## src/rtl/serial_adder.sv

```systemverilog
// Bit-serial adder: one full-adder stage with a registered carry, LSB first,
// WIDTH add cycles per operation, with a start/busy/done handshake.
module serial_adder #(
   parameter int WIDTH = 8
) (
   input  logic             clk,
   input  logic             rst,
   input  logic             start_in,
   input  logic [WIDTH-1:0] a_in,
   input  logic [WIDTH-1:0] b_in,
   input  logic             c_in,
   output logic [WIDTH-1:0] sum_out,
   output logic             carry_out,
   output logic             busy_out,
   output logic             done_out
);

   localparam int CW = $clog2(WIDTH);
   localparam logic [CW-1:0] LAST = CW'(WIDTH - 1);

   typedef enum logic [1:0] {IDLE, ADD, DONE} state_t;

   state_t           state, state_nx;
   logic [WIDTH-1:0] a_reg, b_reg, shreg;
   logic             carry_reg;
   logic [CW-1:0]    cnt;
   logic             s, co, last;

   assign s    = a_reg[0] ^ b_reg[0] ^ carry_reg;
   assign co   = (a_reg[0] & b_reg[0]) | (a_reg[0] & carry_reg) | (b_reg[0] & carry_reg);
   assign last = (cnt == LAST);

   always_ff @(posedge clk or posedge rst) begin
      if (rst) state <= IDLE;
      else     state <= state_nx;
   end

   always_comb begin
      state_nx = state;
      case (state)
         IDLE:    if (start_in) state_nx = ADD;
         ADD:     if (last) state_nx = DONE;
         DONE:    state_nx = IDLE;
         default: state_nx = IDLE;
      endcase
   end

   // Handshake outputs are pure state decodes, so no input reaches them combinationally.
   always_comb begin
      busy_out = (state != IDLE);
      done_out = (state == DONE);
   end

   always_ff @(posedge clk or posedge rst) begin
      if (rst) begin
         a_reg     <= '0;
         b_reg     <= '0;
         shreg     <= '0;
         carry_reg <= 1'b0;
         cnt       <= '0;
         sum_out   <= '0;
         carry_out <= 1'b0;
      end else begin
         case (state)
            IDLE: begin
               if (start_in) begin
                  a_reg     <= a_in;
                  b_reg     <= b_in;
                  carry_reg <= c_in;
                  cnt       <= '0;
               end
            end
            ADD: begin
               shreg     <= {s, shreg[WIDTH-1:1]};
               a_reg     <= a_reg >> 1;
               b_reg     <= b_reg >> 1;
               carry_reg <= co;
               cnt       <= cnt + 1'b1;
               // Publish only the complete word so sum_out never shows a partial sum.
               if (last) begin
                  sum_out   <= {s, shreg[WIDTH-1:1]};
                  carry_out <= co;
               end
            end
            default: ;
         endcase
      end
   end

endmodule

```

## config.mk

```make
export PLATFORM = sky130hd
export DESIGN_NAME = serial_adder
export DESIGN_NICKNAME = d
export VERILOG_FILES = /design/src/rtl/serial_adder.sv
export SDC_FILE = /design/constraint.sdc
export NUM_CORES = 1
export LEC_CHECK = 0
export CORE_ASPECT_RATIO = 2
export CORE_MARGIN = 10
export CORE_UTILIZATION = 55
export DETAILED_ROUTE_END_ITERATION = 10
export PLACE_DENSITY = 0.83
export SYNTH_ARGS = -nofsm -noshare
export SYNTH_HDL_FRONTEND = slang
export SYNTH_SLANG_ARGS = --single-unit
```

## constraint.sdc

```tcl
create_clock -name clk -period 3.9 [get_ports clk]
set_input_delay 0.78 -clock clk [delete_from_list [all_inputs] [get_ports clk]]
set_output_delay 0.78 -clock clk [all_outputs]
set_load 0.1 [all_outputs]
```

==> impl_metrics.csv <==
group,metric,value,unit
clock_tree,cts.clk_slew.worst_paths,0.07,ns
yosys,synth-compound-area-share,0.101,
setup_path,worst-r2r-setup-slack,2.06,ns
pwr,power_switching_share,0.445,
setup_path,crit_path_end_kind,"output port",
clock_tree,htree_levels,2,
place,dpl.cell_count,194,
setup_path,critPathMaxFanout,25,
drt,wirelength,3340,µm
floorplan,floorplan.initialDensity,0.561,
yosys,dominant_combinational_cell_family_by_area_after_synthesis,"simple AND/OR/NAND/NOR gates",
pwr,power,1.96,mW
floorplan,die_area,0.00598,mm²
sta,timing.final.hold_violations,0,
floorplan,row_count,29,
sta,worst_clock_skew,0.00636,ns
clock_tree,post_cts.repair.setup_buffers,0,
setup_path,reg_to_reg_endpoint,"sum_out[3]",
layout,fin_nets,193,
clock_tree,cts-buffers-inserted,5,
layout,final_layout_size_suffix_gt1_frac,0.193,
sta,worst_max_slew_margin_expressed_relative_to_the_limit,0.351,
sta,worstMarginPinSlew,0.971,ns
clock_tree,max-clock-path-buffers,2,
sta,unrepaired_setup_endpoints_after_global_routing,"false",
yosys,post_synth_instance_area,0.00175,mm²
setup_path,critPathCapture,"busy_out",
drt,drcViolationCount,0,
drt,vias,1188,
yosys,synth_top_cell_by_area,"dfrtp_1",
pwr,share_clk_of_total_power,0.144,
drt,via_per_instance_ratio,5.88,
clock_tree,cts_hold_buf,0,
yosys,synth_cells,141,
setup_path,worstPathArrival,1.82,ns
global_routing,grt_pass1_wl,5750,µm
global_routing,grt-ovfl-total,0,
yosys,yosys.area_share.simple,0.139,
drt,drt_pass_1_iters,7,
sta,tns,0,ns
layout,n_antenna_cell,0,
layout,area.sequential,951,µm²
global_routing,grt_antenna_before_repair,0,
flow_run,cap_viol_max_count,0,
layout,finish.utilization,0.684,
pwr,power.leakage,0.924,nW
pwr,power.share.sequential,0.352,
global_routing,via_count_of_the_first_global_routing_pass,1309,
layout,area.growth.synth_to_final,21.9,%
global_routing,maximum_number_of_pins_on_one_net_before_global_route_repair,39,
drt,post_drt_wl_per_cell,16.5,µm
yosys,synth_area_per_cell,12.4,µm²
sta,final.hold.worst_slack,0.502,ns
floorplan,pin_count,31,
setup_path,critPathKind,"flip-flop to output port",
setup_path,worstReg2RegStart,"state[1]",
layout,fillers,222,
clock_tree,numClockSinks,38,
place,portBuffers,30,
run_status,outcome,"completed",
place,dpl.hpwl,2420,µm
clock_tree,clock_latency,0.29,ns
pwr,net-switching-power,0.870,mW
place,gp_congestion,0.732,
sta,min_period_over_period,0.667,
yosys,synth_adder_area_share,0.0257,
clock_tree,cts-resized-gates,0,
sta,min_period,2.60,ns
sta,report.final.setup_viol,0,
pwr,pwr-share-comb,0.504,
yosys,synth.mux.area_fraction,0.109,
setup_path,setup.worst_path.start,"state[1]",
setup_path,critPathLaunchType,"flip-flop",
setup_path,critPathRequiredTime,3.12,ns
layout,fin_cells,202,
yosys,synth.distinct_cells,24,
global_routing,globalRouteTotalUtil,0.119,
yosys,synth-warning-count,0,
pwr,ir_worst_vdd,0.000528,V
sta,fmax,384,MHz
yosys,post_synth_xor_area_fraction,0,
clock_tree,clock_tree_from_tritoncts,"built",
floorplan,die-height,99.8,µm
yosys,ys_seq_elements,38,
drt,postRouteAntennaNets,0,
pwr,power_density,916,mW/mm²
floorplan,coreArea,0.00312,mm²
yosys,yosysTopAreaCellShare,0.543,
sta,timing.final.max_slew_violations,0,
pwr,power_report.internal_total,1.09,mW
clock_tree,clock-root-buffer,"clkbuf_8",
setup_path,timing.reg2reg.worst_path_depth,2,
min_path,worstHoldPathType,"flip-flop to flip-flop",
floorplan,die_x,59.9,µm
yosys,post_synth_main_area_contributors,"dfrtp_1 (54%), mux2_2 (11%), nor3b_1 (4.7%)",
yosys,syn-num-nets,164,
drt,drt_first_iter_violations,14,
layout,multi_input_area,657,µm²
yosys,synth_seq_area_share,0.543,
## cells by family after synthesis
logic type	Yosys count
DFF	38
and+or+nand+nor	32
muxes	17
AOI/OAI and AO/OA	21
buffers and inverters	30
adders and majority gates	3
## area by class of cell
| class | instances | share of cell area |
|---|---|---|
| Clock buffer | 6 | 0.0387 |
| Clock inverter | 2 | 0.00586 |
| Inverter | 18 | 0.0317 |
| Multi-Input combinational cell | 73 | 0.308 |
| Sequential cell | 38 | 0.445 |
| Tap cell | 31 | 0.0182 |
| Timing Repair Buffer | 34 | 0.152 |
## worst min-delay path by stage
stage	startpoint	to	slack (ns)	cells after the start
finish	a_reg[7]	a_reg[7]	0.50	1
global route	sum_out[0]	sum_out[0]	0.52	1
CTS	a_reg[7]	a_reg[7]	0.50	1
detailed placement	a_reg[7]	a_reg[7]	0.49	1
global placement	a_reg[7]	a_reg[7]	0.48	1
floorplan	a_reg[7]	a_reg[7]	0.47	1
## power by group through the flow
stage	clock [mW]	combinational (mW)	sequential, mW
after floorplan	0	0.510	0.980
after global placement	0	0.963	0.687
after detailed placement	0	0.995	0.700
after CTS	0.287	1.00	0.692
after global routing	0.300	1.06	0.716
final	0.282	0.985	0.689
## cells in the final DEF, fill, tap and decap left out
master           netlist  routed
inv_1                 18      18
fa_1                   1       1
nand3b_1               1       1
clkinv_2               0       1
clkbuf_8               0       6
nor4b_1                8       8
a21oi_1                1       1
a222oi_1               4       4
nor2b_4                1       1
a22o_1                 2       2
clkinvlp_4             0       1
clkdlybuf4s50_1        0      28
ha_1                   2       2
a32o_1                 2       2
dfrtp_1               38      38
nor2b_1                8       8
mux2_2                17      17
a211oi_1               8       8
nor3b_1               11      11
a221oi_1               3       3
buf_4                  1       6
o21bai_1               1       1
nand2b_1               1       1
nor2_2                 1       1
or2b_1                 1       1
## synthesized netlist by cell type
library cell / number
or2b_1: 1
a222oi_1: 4
dfrtp_1: 38
clkbuf_1: 5
inv_1: 18
buf_2: 3
nand3b_1: 1
buf_6: 3
o21bai_1: 1
a221oi_1: 3
a32o_1: 2
nor2b_1: 8
buf_4: 1
nor2_2: 1
mux2_2: 17
nor3b_1: 11
ha_1: 2
nor4b_1: 8
a211oi_1: 8
nand2b_1: 1
fa_1: 1
a22o_1: 2
a21oi_1: 1
nor2b_4: 1
## worst max-delay path: stages, from the launching register on
cell and delay, ns:
dfrtp_1 0.67, nor2_2 0.52, inv_1 0.09, buf_4 0.25
## through the flow
| stage | setup WS, ns | area (µm²) |
|---|---|---|
| after floorplan | 1.01 | 1750 |
| after global placement | 1.61 | 2040 |
| after detailed placement | 1.57 | 2040 |
| after CTS | 1.29 | 2130 |
| after global routing | 1.20 | 2130 |
| final | 1.30 | 2130 |
## per-layer routing
metal	vias up	track usage	wire, µm
met2	38	0.200	1710
met1	588	0.127	1320
met5	-	0	0
li1	557	-	-
met4	0	0.0538	59
met3	5	0.0417	253
Note: power is estimated with default switching activity, not from simulation.
